File: src/rtl/pmem_arbiter_if.sv
// Bundle of the three pmem handshakes around the arbiter:
// I-cache side, D-cache side and physical memory side.
interface pmem_arbiter_if #(
    parameter int ADDR_W = 16,
    parameter int LINE_W = 128
);
    logic              i_pmem_read;
    logic [ADDR_W-1:0] i_pmem_address;
    logic [LINE_W-1:0] i_pmem_rdata;
    logic              i_pmem_resp;

    logic              d_pmem_read;
    logic              d_pmem_write;
    logic [ADDR_W-1:0] d_pmem_address;
    logic [LINE_W-1:0] d_pmem_wdata;
    logic [LINE_W-1:0] d_pmem_rdata;
    logic              d_pmem_resp;

    logic              pmem_read;
    logic              pmem_write;
    logic [ADDR_W-1:0] pmem_address;
    logic [LINE_W-1:0] pmem_wdata;
    logic [LINE_W-1:0] pmem_rdata;
    logic              pmem_resp;

    // Arbiter view.
    modport slave (
        input  i_pmem_read,
        input  i_pmem_address,
        output i_pmem_rdata,
        output i_pmem_resp,
        input  d_pmem_read,
        input  d_pmem_write,
        input  d_pmem_address,
        input  d_pmem_wdata,
        output d_pmem_rdata,
        output d_pmem_resp,
        output pmem_read,
        output pmem_write,
        output pmem_address,
        output pmem_wdata,
        input  pmem_rdata,
        input  pmem_resp
    );

    // Environment view: cache controllers plus memory model.
    modport master (
        output i_pmem_read,
        output i_pmem_address,
        input  i_pmem_rdata,
        input  i_pmem_resp,
        output d_pmem_read,
        output d_pmem_write,
        output d_pmem_address,
        output d_pmem_wdata,
        input  d_pmem_rdata,
        input  d_pmem_resp,
        input  pmem_read,
        input  pmem_write,
        input  pmem_address,
        input  pmem_wdata,
        output pmem_rdata,
        output pmem_resp
    );
endinterface

File: src/rtl/pmem_arbiter.sv
// Round-robin arbiter sharing one physical-memory port
// between the I-cache and D-cache line-transfer controllers.
module pmem_arbiter #(
    parameter int ADDR_W = 16,
    parameter int LINE_W = 128
) (
    input  logic           clk,
    input  logic           rst_n,
    pmem_arbiter_if.slave  bus
);
    localparam logic [1:0] S_IDLE    = 2'd0;
    localparam logic [1:0] S_SERVE_I = 2'd1;
    localparam logic [1:0] S_SERVE_D = 2'd2;
    localparam logic [1:0] S_RELEASE = 2'd3;

    logic [1:0]        r_state;
    logic [1:0]        w_state_nxt;
    logic              r_last_d;
    logic              r_cmd_read;
    logic              r_cmd_write;
    logic [ADDR_W-1:0] r_cmd_addr;
    logic [LINE_W-1:0] r_cmd_wdata;

    logic w_req_i;
    logic w_req_d;
    logic w_grant_i;
    logic w_grant_d;
    logic w_serve_i;
    logic w_serve_d;
    logic w_serving;
    logic w_done;

    assign w_req_i = bus.i_pmem_read;
    assign w_req_d = bus.d_pmem_read | bus.d_pmem_write;

    // On a tie the side that did not go last wins.
    assign w_grant_i = (r_state == S_IDLE) & w_req_i
                     & (~w_req_d | r_last_d);
    assign w_grant_d = (r_state == S_IDLE) & w_req_d
                     & ~w_grant_i;

    assign w_serve_i = (r_state == S_SERVE_I);
    assign w_serve_d = (r_state == S_SERVE_D);
    assign w_serving = w_serve_i | w_serve_d;
    assign w_done    = w_serving & bus.pmem_resp;

    // Next-state selection.
    always_comb begin
        w_state_nxt = r_state;
        case (r_state)
            S_IDLE: begin
                if (w_grant_i) begin
                    w_state_nxt = S_SERVE_I;
                end else if (w_grant_d) begin
                    w_state_nxt = S_SERVE_D;
                end
            end
            S_SERVE_I,
            S_SERVE_D: begin
                if (bus.pmem_resp) begin
                    w_state_nxt = S_RELEASE;
                end
            end
            S_RELEASE: begin
                w_state_nxt = S_IDLE;
            end
            default: begin
                w_state_nxt = S_IDLE;
            end
        endcase
    end

    // State register.
    always_ff @(posedge clk or negedge rst_n) begin
        if (!rst_n) begin
            r_state <= S_IDLE;
        end else begin
            r_state <= w_state_nxt;
        end
    end

    // Round-robin history: remembers who finished last.
    always_ff @(posedge clk or negedge rst_n) begin
        if (!rst_n) begin
            r_last_d <= 1'b1;
        end else if (w_done) begin
            r_last_d <= w_serve_d;
        end
    end

    // Command latch: captured on grant, cleared on completion.
    always_ff @(posedge clk or negedge rst_n) begin
        if (!rst_n) begin
            r_cmd_read  <= 1'b0;
            r_cmd_write <= 1'b0;
            r_cmd_addr  <= '0;
            r_cmd_wdata <= '0;
        end else if (w_grant_i) begin
            r_cmd_read  <= 1'b1;
            r_cmd_write <= 1'b0;
            r_cmd_addr  <= bus.i_pmem_address;
            r_cmd_wdata <= '0;
        end else if (w_grant_d) begin
            // Write-back takes priority over a simultaneous fill.
            r_cmd_read  <= bus.d_pmem_read & ~bus.d_pmem_write;
            r_cmd_write <= bus.d_pmem_write;
            r_cmd_addr  <= bus.d_pmem_address;
            r_cmd_wdata <= bus.d_pmem_wdata;
        end else if (w_done) begin
            r_cmd_read  <= 1'b0;
            r_cmd_write <= 1'b0;
            r_cmd_addr  <= '0;
            r_cmd_wdata <= '0;
        end
    end

    // Memory side is driven only from the latched command.
    assign bus.pmem_read    = w_serving & r_cmd_read;
    assign bus.pmem_write   = w_serving & r_cmd_write;
    assign bus.pmem_address = w_serving ? r_cmd_addr : '0;
    assign bus.pmem_wdata   = w_serving ? r_cmd_wdata : '0;

    // Data fans out to both; resp alone qualifies it.
    assign bus.i_pmem_rdata = bus.pmem_rdata;
    assign bus.d_pmem_rdata = bus.pmem_rdata;
    assign bus.i_pmem_resp  = w_serve_i & bus.pmem_resp;
    assign bus.d_pmem_resp  = w_serve_d & bus.pmem_resp;

endmodule

File: src/flat_wrapper.sv
// flat-port wrapper written by rule: the top's interface ports become plain ports
module pmem_arbiter_flat 
#(
    parameter int ADDR_W = 16,
    parameter int LINE_W = 128
)
  (clk, rst_n, bus_i_pmem_read, bus_i_pmem_address, bus_i_pmem_rdata, bus_i_pmem_resp, bus_d_pmem_read, bus_d_pmem_write, bus_d_pmem_address, bus_d_pmem_wdata, bus_d_pmem_rdata, bus_d_pmem_resp, bus_pmem_read, bus_pmem_write, bus_pmem_address, bus_pmem_wdata, bus_pmem_rdata, bus_pmem_resp);
  pmem_arbiter_if #(.ADDR_W(ADDR_W), .LINE_W(LINE_W)) bus_i ();
  input  logic clk;
  input  logic rst_n;
  input wire logic [$bits(bus_i.i_pmem_read)-1:0] bus_i_pmem_read;
  input wire logic [$bits(bus_i.i_pmem_address)-1:0] bus_i_pmem_address;
  output wire logic [$bits(bus_i.i_pmem_rdata)-1:0] bus_i_pmem_rdata;
  output wire logic [$bits(bus_i.i_pmem_resp)-1:0] bus_i_pmem_resp;
  input wire logic [$bits(bus_i.d_pmem_read)-1:0] bus_d_pmem_read;
  input wire logic [$bits(bus_i.d_pmem_write)-1:0] bus_d_pmem_write;
  input wire logic [$bits(bus_i.d_pmem_address)-1:0] bus_d_pmem_address;
  input wire logic [$bits(bus_i.d_pmem_wdata)-1:0] bus_d_pmem_wdata;
  output wire logic [$bits(bus_i.d_pmem_rdata)-1:0] bus_d_pmem_rdata;
  output wire logic [$bits(bus_i.d_pmem_resp)-1:0] bus_d_pmem_resp;
  output wire logic [$bits(bus_i.pmem_read)-1:0] bus_pmem_read;
  output wire logic [$bits(bus_i.pmem_write)-1:0] bus_pmem_write;
  output wire logic [$bits(bus_i.pmem_address)-1:0] bus_pmem_address;
  output wire logic [$bits(bus_i.pmem_wdata)-1:0] bus_pmem_wdata;
  input wire logic [$bits(bus_i.pmem_rdata)-1:0] bus_pmem_rdata;
  input wire logic [$bits(bus_i.pmem_resp)-1:0] bus_pmem_resp;
  assign bus_i.i_pmem_read = bus_i_pmem_read;
  assign bus_i.i_pmem_address = bus_i_pmem_address;
  assign bus_i_pmem_rdata = bus_i.i_pmem_rdata;
  assign bus_i_pmem_resp = bus_i.i_pmem_resp;
  assign bus_i.d_pmem_read = bus_d_pmem_read;
  assign bus_i.d_pmem_write = bus_d_pmem_write;
  assign bus_i.d_pmem_address = bus_d_pmem_address;
  assign bus_i.d_pmem_wdata = bus_d_pmem_wdata;
  assign bus_d_pmem_rdata = bus_i.d_pmem_rdata;
  assign bus_d_pmem_resp = bus_i.d_pmem_resp;
  assign bus_pmem_read = bus_i.pmem_read;
  assign bus_pmem_write = bus_i.pmem_write;
  assign bus_pmem_address = bus_i.pmem_address;
  assign bus_pmem_wdata = bus_i.pmem_wdata;
  assign bus_i.pmem_rdata = bus_pmem_rdata;
  assign bus_i.pmem_resp = bus_pmem_resp;
  pmem_arbiter #(.ADDR_W(ADDR_W), .LINE_W(LINE_W)) u_core (.clk(clk), .rst_n(rst_n), .bus(bus_i));
endmodule
File: config.mk
export PLATFORM = sky130hd
export DESIGN_NAME = pmem_arbiter_flat
export DESIGN_NICKNAME = d
export VERILOG_FILES = /design/src/rtl/pmem_arbiter_if.sv /design/src/rtl/pmem_arbiter.sv /design/src/flat_wrapper.sv
export SDC_FILE = /design/constraint.sdc
export NUM_CORES = 1
export LEC_CHECK = 0
export ABC_AREA = 0
export BUFFER_PORTS_ARGS = -buffer_cell sky130_fd_sc_hd__clkbuf_2
export CAP_MARGIN = 40
export CORE_AREA = 2 2 271 273
export DETAILED_ROUTE_END_ITERATION = 16
export DIE_AREA = 0 0 273 275
export PLACE_DENSITY = 0.37
export RECOVER_POWER = 25
export SKIP_CTS_REPAIR_TIMING = 1
export SKIP_LAST_GASP = 1
export SYNTH_ARGS = -nofsm -noshare
export SYNTH_HDL_FRONTEND = slang
export SYNTH_SLANG_ARGS = --single-unit
File: constraint.sdc
create_clock -name clk -period 2 [get_ports clk]
set_input_delay 0.1 -clock clk [delete_from_list [all_inputs] [get_ports clk]]
set_output_delay 0.1 -clock clk [all_outputs]
set_load 0.01 [all_outputs]
; ---- Yosys cells after proc, flatten, opt, wreduce, memory -nomap -nowiden
; Index checks and enable logic that the tools add are counted.
; Widths: inputs -> output; s select.
[totals]
register_bits = 149
latchBits = 0
ramBits = 0
mem_bits_ro = 0
word_cells = 48
memories = 0
[op_classes]
addsub = 0
multipliers = 0
div_mod_pow = 0
order_cmp = 0
eq_ne = 5
shift = 0
mux = 17
n_bitwise = 16
reduce_logical = 4
[op_table]
columns = op, count
row1 = $mux 128, 4
row2 = $mux 16, 4
row3 = $and 1x1->1, 10
row4 = $mux 2, 3
row5 = $pmux 2 s3, 1
row6 = $mux 1, 5
row7 = $eq 2x2->1 const B, 2
row8 = $ne 3x1->1 const B, 1
row9 = $not 1->1, 3
row10 = $or 1x1->1, 3
row11 = $reduce_bool 3->1, 1
row12 = $eq 2x1->1 const B, 1
row13 = $logic_not 2->1, 1
row14 = $ne 2x2->1 const B, 1
row15 = $reduce_and 2->1, 1
row16 = $reduce_or 2->1, 1

; ---- Logic depth before layout (Yosys ltp)
; Gate-level depths: netlist of run 1.
[depth]
ltp_word = 9
mapped_depth = 9

; ---- Worst setup path before layout of run 1
; Ideal clock, no wire load.
[synth_path]
path_type = reg-to-reg
start = reg u_core.r_state[0]
end = reg u_core.r_cmd_wdata[100]
setup_time_ns = 0.065
arrival_time_ns = 1.726
required_ns = 1.935
slack_ns = 0.208
stages_incl_launch_ff = 9
n_path_buf = 3
period_less_slack_ns = 1.792
path_cell_list = dfrtp_1 > inv_1 > ha_1 > and2_1 > buf_6 > nor3_4 > buf_4 > buf_6 > a22o_1
[synth_via]
elab_chain_len = 7
word_cells_on_any_way = 13
[synth_lines]
columns = item, line
row1 = start: declaration, pmem_arbiter.sv:16  ; logic [1:0] r_state;
row2 = start signal: assignment, pmem_arbiter.sv:78  ; r_state <= w_state_nxt;
row3 = $logic_not 2->1, "pmem_arbiter.sv:37, pmem_arbiter.sv:39"
row4 = $and 1x1->1, pmem_arbiter.sv:37  ; assign w_grant_i = (r_state == S_IDLE) & w_req_i
row5 = $and 1x1->1, pmem_arbiter.sv:38  ; & (~w_req_d | r_last_d);
row6 = $not 1->1, pmem_arbiter.sv:40  ; & ~w_grant_i;
row7 = $and 1x1->1, pmem_arbiter.sv:40
row8 = $mux 128, pmem_arbiter.sv:103  ; end else if (w_grant_d) begin
row9 = $mux 128, pmem_arbiter.sv:98  ; end else if (w_grant_i) begin
row10 = end signal: assignment, pmem_arbiter.sv:108  ; r_cmd_wdata <= bus.d_pmem_wdata;
row11 = end: declaration, pmem_arbiter.sv:22  ; logic [LINE_W-1:0] r_cmd_wdata;
; Several ways; a longest one is shown, not always the timed one.
; A chain may end at the register's enable or synchronous reset.

; ---- Final worst setup path of run 1
[layout_path]
start = reg u_core.r_state[1]
end = reg u_core.r_cmd_wdata[77]
; Same word-level chain as after synthesis.

==> results of run 1 <==
## routing by layer
layer,GRT usage [%],routed length (µm),vias to the layer above
met2,9.919,15480,342
li1,-,-,3033
met1,8.546,15230,3283
met5,0.3133,0,-
met3,3.186,2351,85
met4,4.645,1305,0
## synth_stat cells (all sizes together) (2+ instances only)
master     n  area [µm²]
dfrtp    148        3704
inv       18       67.56
a22o     128        1121
buf      285        2295
nand2      5       18.77
clkbuf    25       115.1
and2     151       949.7
o21ai      2       13.76
a2111oi   16       140.1
a221o     17       178.9
a32oi      2       17.52
ha         3       37.54
nor3       2       21.27
## through the flow
step | hold slack [ns] | cell area [µm²]
after floorplan | -0.1956 | 8798
after global placement | 0.1257 | 9572
after detailed placement | 0.1304 | 9572
after CTS | -0.4352 | 10170
after global routing | 0.04196 | 12630
final | 0.03221 | 12630
## path summary, 6_finish.rpt
check                      slack (ns)  depth (start not counted)                                   to
max                             -0.09                          8   u_core.r_cmd_wdata[77]$_DFFE_PN0P_
max in group asynchronous        1.21                          3   u_core.r_cmd_wdata[62]$_DFFE_PN0P_
min in group asynchronous        0.18                          2  u_core.r_cmd_wdata[108]$_DFFE_PN0P_
min                              0.03                          4        u_core.r_state[1]$_DFFE_PN0P_
min reg2reg                      0.50                          1   u_core.r_cmd_wdata[55]$_DFFE_PN0P_
max reg2reg                     -0.09                          8   u_core.r_cmd_wdata[77]$_DFFE_PN0P_
## flip-flops by register name, summed over array words and instances (netlist names)
signal              count
u_core.r_cmd_wdata    128
u_core.r_cmd_addr      16
u_core.r_state          2
u_core.r_cmd_read       1
u_core.r_cmd_write      1
u_core.r_last_d         1
## critical path, delay by kind of cell (launching register included)
family / cells / cell delay (ns)
buf+inv: 4 / 0.67
fa+ha+maj: 1 / 0.29
compound gates: 1 / 0.16
simple gates: 2 / 0.43
flops: 1 / 0.40
## cells by family (layout without fill, tap and decap cells)
logic type	count (synthesis)	after routing
fa+ha+maj	3	3
mux	2	2
simple gates	161	161
buf+inv	328	588
flops	149	149
compound gates	170	170
other cells	0	5
## power breakdown
group	internal, mW	leakage, nW	switching, mW	total (mW)
registers	4.05	1.95	0.550	4.60
clock network	1.99	0.277	1.49	3.47
logic	5.59	3.73	5.98	11.6
## area by class of cell
| cell class | count | area [µm²] | area share, % |
|---|---|---|---|
| Antenna cell | 5 | 12.51 | 0.09903 |
| Tap cell | 959 | 1200 | 9.497 |
| Clock inverter | 12 | 155.1 | 1.228 |
| Timing Repair Buffer | 539 | 4312 | 34.13 |
| Inverter | 18 | 67.56 | 0.5348 |
| Sequential cell | 149 | 3730 | 29.52 |
| Multi-Input combinational cell | 336 | 2715 | 21.49 |
| Clock buffer | 19 | 442.9 | 3.506 |
==> metrics.md, run 1 <==
| Metric | Value |
|---|---|
| Final nets | ~1,400 |
| Startpoint types | flop |
| Final min period | roughly 2.1 ns |
| Clock Path Buffers | 2 |
| Seq/Total Area, Yosys | 42.39% |
| DR vias | 6,743 |
| Total I/O pin count | roughly 700 |
| Post-synthesis compound-gate area fraction | between 10% and 20% |
| Port bufs | ~310 |
| Area growth syn-to-layout | 43.60% |
| Worst r2r src | u_core.r_state[1]$_DFFE_PN0P_ |
| Drt total wl | between 30,000 and 40,000 µm |
| Inst Count DP | around 1,800 |
| Final setup vio count | approximately 240 |
| RSZ-0062 raised after global routing | true |
| Vias in the first global route | between 6,000 and 7,000 |
| Outcome | finished, violations left |
| Crit-path cells | inv_2 > ha_4 > buf_12 > and2_2 > nor3_4 > buf_12 > buf_12 > a22o_1 |
| # fillers | around 8,100 |
| Clock tree root buffer cell | clkbuf_16 |
| Least-Margin Pin Slew | 0.8742 ns |
| Drt pass-1 iters | 4 |
| Vias/cell | roughly 3.3 |
| Period utilization | 104.6% |
| Finished Layout Cells | between 2,000 and 2,500 |
| Ys async rst share | between 90% and 100% |
| Adder-cell share of the synthesized area | less than 1% |
| Worst Skew | roughly 0.023 ns |
| Final hold violation count | 0 |
| Relative slew slack | about two fifths |
| H-Tree Depth | 4 |
| Clock transition at path regs | ~0.070 ns |
| CORE AREA | 72,340 µm² |
| CTS buffer count | 17 |
| Top cell by count, worst path | buf_12 |
| Placer Congestion | approximately 0.7 |
| Total track usage | just over 7% |
| Most common cell after layout, fill and taps aside | clkbuf_2 |
| Synth Flop Type | dfrtp_1 |
| Peak VDD IR | 0.5833 mV |
| Mean Syn Cell Area | 10.82 µm² |
| Xor/xnor share of the synthesized area | 0% |
| Slowest stage delay, CP | approximately 0.40 ns |
| Worst Setup SP | u_core.r_state[1]$_DFFE_PN0P_ |
| Peak Freq | approximately 480 MHz |
| Synthesized cell area | roughly 8800 µm² |
| Initial antenna violation count | 4 |
| Post-Syn Nets | 1,110 |
| CTS tree | done |
| Die ar. | between 70,000 and 80,000 µm² |
| Overflow after GRT | 0 |
| Final setup margin | -0.09274 ns |
| Synth cell types | 34 |
| Setup crit end kind | flop |
| Hpwl dp | slightly below 20,000 µm |
| Antenna-violating nets left | 0 |
| DRT iter0 DRCs | approximately 260 |
| Failing checks | negative setup slack |
| Std cell rows | 99 |
| Mapped Cells | approximately 800 |
| Total Neg Setup Slack | -10.11 ns |
| LEAKAGE | 5.964 nW |
| Clock Latency Late Sink | between 0.4 and 0.5 ns |
| CP max-delay cell | dfrtp_1 |
| Hold wc startpoint | bus_pmem_resp |
| Number of clock sinks | roughly 150 |
| Number of synthesized flops with an enable pin | 0 |
| DIE HEIGHT | roughly 280 µm |
| Largest fanout on the critical path | 24 |
| Worst slack at placement | between 0.09 and 0.1 ns |
| Final Util | between 10% and 20% |
| Synthesis Warnings | 0 |
| Mux cell area share after synthesis | less than 1% |
| Largest net degree at the start of global routing | 152 |
| Most frequent cells in the layout | 274 x clkbuf_2, 164 x dlygate4sd3_1, 148 x dfrtp_1, 128 x a22o_1, 109 x and2_1 |
| Fraction of layout cells with a size suffix above 1 | 43.52% |
| Drt wl/cell | about 17 µm |
| Total power after layout | 19.64 mW |
| DRC errors left | 0 |
| WP data arrival | roughly 2.5 ns |
| PwrDens | 1555 nW/µm² |
| CP Class | reg2reg |
| Max-capacitance violation count | 0 |
| Worst Hold Class | in2reg |
| Largest family of logic cells by synthesized area | buffers and inverters |
| Initial Util | between 10% and 20% |
| Die width | approximately 270 µm |
| Synth Area in Simple Gates | about 11% |
| First-pass GRT wire length | between 30,000 and 40,000 µm |
| Slew Limit Fails | 0 |
| CP required | roughly 2.4 ns |
| FF+latch count, synth | between 100 and 150 |
Note: power is estimated with default switching activity, not from simulation.
==> run 2, diff against run 1 <==
--- a/config.mk
+++ b/config.mk
@@ -5,13 +5,13 @@
 export SDC_FILE = /design/constraint.sdc
 export NUM_CORES = 1
 export LEC_CHECK = 0
-export ABC_AREA = 0
+export ABC_AREA = 1
 export BUFFER_PORTS_ARGS = -buffer_cell sky130_fd_sc_hd__clkbuf_2
 export CAP_MARGIN = 40
-export CORE_AREA = 2 2 271 273
+export CORE_AREA = 2 2 269 271
 export DETAILED_ROUTE_END_ITERATION = 16
-export DIE_AREA = 0 0 273 275
-export PLACE_DENSITY = 0.37
+export DIE_AREA = 0 0 271 273
+export PLACE_DENSITY = 0.38
 export RECOVER_POWER = 25
 export SKIP_CTS_REPAIR_TIMING = 1
 export SKIP_LAST_GASP = 1
==> metrics.md, run 2 <==
| Metric | Value |
|---|---|
| Top cells by count, synth | 310 x nand3_1, 306 x nand2_1, 262 x buf_4 |
| Peak VDD IR | 0.6751 mV (+16%) |
| Startpoint types | flop |
| DIE HEIGHT | 273 µm (-0.73%) |
| Port bufs | 313 (unchanged) |
| Final nets | 1,777 (+31%) |
| Worst Skew | 0.01563 ns (-0.007846 ns) |
| Synth cell types | 17 (-50%) |
| Area growth syn-to-layout | 40.78% |
| CORE AREA | 71,000 µm² (-1.9%) |
| DRC errors left | 0 (unchanged) |
| Drt total wl | 36,220 µm (+5.4%) |
| Synth Area in Simple Gates | 29.09% (+18 points) |
| Final min period | 2.012 ns (-0.08042 ns) |
| PwrDens | 1531 nW/µm² (-1.6%) |
| DR vias | 8,710 (+29%) |
| Mean Syn Cell Area | 7.438 µm² (-31%) |
| Initial antenna violation count | 3 (-1) |
| Number of clock sinks | 149 (unchanged) |
| Least-Margin Pin Slew | 0.4598 ns (-0.4144 ns) |
| Outcome | finished, violations left |
| Clock tree root buffer cell | clkbuf_16 |
| Total Neg Setup Slack | -0.01911 ns (+10.09 ns) |
| DRT iter0 DRCs | 336 (+28%) |
| Failing checks | negative setup slack |
| Clock transition at path regs | 0.07 ns (about the same) |
| Most frequent cells in the layout | 310 x nand3_1, 288 x clkbuf_2, 284 x nand2_1, 164 x dlygate4sd3_1, 148 x dfrtp_1 |
| Largest family of logic cells by synthesized area | buffers and inverters |
| CP Class | reg2out |
| Slew Limit Fails | 0 (unchanged) |
| Drt pass-1 iters | 5 (+1) |
| Top cell by count, worst path | buf_12 |
| Largest register FFs | 128 (unchanged) |
| Largest net degree at the start of global routing | 80 (-47%) |
| Period utilization | 100.6% (-4.0 points) |
| Final setup vio count | 4 (-98%) |
| Setup crit end kind | output pin |
| First-pass GRT wire length | 47,120 µm (+21%) |
| Relative slew slack | 69.35% (+28 points) |
| Largest registers | u_core.r_cmd_wdata (128), u_core.r_cmd_addr (16), u_core.r_state (2) |
| Worst slack at placement | -0.03465 ns (-0.1256 ns) |
| Sequential share of power | 23.6% (+0.2 points) |
| Mapped Cells | 1,268 (+56%) |
| FF+latch count, synth | 149 (unchanged) |
| Worst Hold Class | in2async |
| Placer Congestion | 0.7553 (+6.9%) |
| # fillers | 8,008 (-0.62%) |
| CTS tree | done |
| P_sw | 9.182 mW (+15%) |
| Max-capacitance violation count | 0 (unchanged) |
| Most common cell after layout, fill and taps aside | nand3_1 |
| Largest fanout on the critical path | 17 (-29%) |
| Total I/O pin count | 698 (unchanged) |
| Fraction of layout cells with a size suffix above 1 | 30.07% (-13 points) |
| Pint | 11.14 mW (-4.2%) |
| RSZ-0062 raised after global routing | true |
| Std cell rows | 98 (-1.0%) |
| Worst Setup SP | u_core.r_state[1]$_DFFE_PN0P_ |
| Final Util | 18.70% (+1.2 points) |
| Synthesis Warnings | 0 (unchanged) |
| Top cells by area, synth | dfrtp_1 39%, buf_4 21%, nand3_1 16% |
| Sw Share | 45.18% (+4.4 points) |
| CTS buffer count | 17 (unchanged) |
| Drt wl/cell | 14.81 µm (-12%) |
| Clock Latency Late Sink | 0.48 ns (about the same) |
| Post-synthesis compound-gate area fraction | 0.1592% (-17 points) |
| Ys async rst share | 100.0% (unchanged) |
| Worst hold slack | 0.04552 ns (+0.01331 ns) |
| Crit-path cells | inv_2 > ha_4 > buf_12 > buf_12 > nand2_1 > inv_1 > clkbuf_2 |
| LEAKAGE | 7.687 nW (+29%) |
| Peak Freq | 496.9 MHz (+4.0%) |
| Post-Syn Nets | 1,565 (+41%) |
| Total track usage | 8.274% (+1.2 points) |
| Share of the synthesized area in the top cell type | 39.27% (-2.8 points) |
| Hpwl dp | 22,230 µm (+15%) |
| Adder-cell share of the synthesized area | 0.3980% (-0.029 points) |
| Number of synthesized flops with an enable pin | 0 (unchanged) |
| Final setup margin | -0.01232 ns (+0.08042 ns) |
| Clk pwr share | 18.7% (+1.0 points) |
| CP required | 1.90 ns (-0.50 ns) |
| Xor/xnor share of the synthesized area | 0% (unchanged) |
| Synthesized cell area | 9432 µm² (+7.2%) |
| Antenna-violating nets left | 0 (unchanged) |
| CP max-delay cell | dfrtp_1 |
| Gate power share | 57.7% (-1.2 points) |
| WP data arrival | 1.91 ns (-0.58 ns) |
| Die width | 271 µm (-0.73%) |
| Worst r2r src | u_core.r_state[1]$_DFFE_PN0P_ |
| Mux cell area share after synthesis | 0% (-0.24 points) |
| H-Tree Depth | 4 (unchanged) |
| Clock Path Buffers | 2 (unchanged) |
| Overflow after GRT | 0 (unchanged) |
| Vias in the first global route | 8,151 (+34%) |
| Vias/cell | 3.561 (+7.6%) |
| Seq/Total Area, Yosys | 39.55% (-2.8 points) |
| Synth Flop Type | dfrtp_1 |
| Post-synth top area cell | dfrtp_1 |
| Final hold violation count | 0 (unchanged) |
| Die ar. | 73,980 µm² (-1.5%) |
| Initial Util | 13.28% (+1.1 points) |
| Reg with most FFs | u_core.r_cmd_wdata |
| Slowest stage delay, CP | 0.39 ns (about the same) |
| Most common cell in the netlist | nand3_1 |
run 2: cell count changes in the layout (fill, tap and decap cells not counted), sizes merged, moves of 25 or more:
cell / delta
buf: -25
nand3: +310
a22o: -128
inv: +140
and2: -151
nand2: +302
run 2: power by group through the flow:
stage / clock, mW / combinational, mW / sequential, mW
after detailed placement: 0 / 8.51 / 4.76
after floorplan: 0 / 5.81 / 4.60
after CTS: 4.01 / 8.52 / 4.71
after global routing: 4.08 / 12.9 / 4.92
final: 3.80 / 11.7 / 4.80
after global placement: 0 / 8.44 / 4.75
run 2: worst paths after layout:
path	to	slack, ns	depth (start not counted)
max	bus_pmem_wdata[5]	-0.01	7
min	u_core.r_cmd_wdata[115]$_DFFE_PN0P_	0.05	2
max reg2reg	u_core.r_cmd_wdata[68]$_DFFE_PN0P_	0.09	10
min reg2reg	u_core.r_cmd_read$_DFFE_PN0P_	0.49	2
max in group asynchronous	u_core.r_cmd_wdata[59]$_DFFE_PN0P_	1.28	3
min in group clk	u_core.r_cmd_read$_DFFE_PN0P_	0.15	5
run 2: kinds of logic after synthesis:
family,Yosys count
AND/OR/NAND/NOR,620
buffers and inverters,493
flip-flops,149
AO/OA/AOI/OAI,3
adder cells (fa/ha/maj),3
run 2: final cells by class:
cell class | instances | area (µm²) | share of cell area [%]
timing repair buffer | 529 | 4128 | 31.09
clock inverter | 11 | 196.4 | 1.479
inverter | 157 | 594.3 | 4.476
tap | 950 | 1189 | 8.952
clock buffer | 21 | 460.4 | 3.468
antenna | 3 | 7.507 | 0.05654
sequential | 149 | 3730 | 28.09
multi-input combinational | 626 | 2973 | 22.39
run 2: per-layer routing:
metal,routed length (µm),global-route usage (%),up-vias
li1,-,-,4089
met5,40,0.7060,-
met2,16860,12.70,411
met4,1559,5.568,2
met1,14980,9.026,4081
met3,2779,3.936,127
run 2: worst max-delay path, delay by kind of cell (launching register included):
kind                     cells  cell delay (ns)
AND/OR/NAND/NOR              1             0.07
adder cells (fa/ha/maj)      1             0.30
flip-flops                   1             0.39
buffers and inverters        5             0.63
run 2: metrics by stage:
stage / instance area (µm²) / power, mW / std cells
global route: 13280 / 21.93 / 2445
global placement: 10290 / 13.19 / 2226
detailed placement: 10290 / 13.27 / 2226
CTS: 10950 / 17.24 / 2258
floorplan: 9432 / 10.41 / 1268
finish: 13280 / 20.32 / 2446
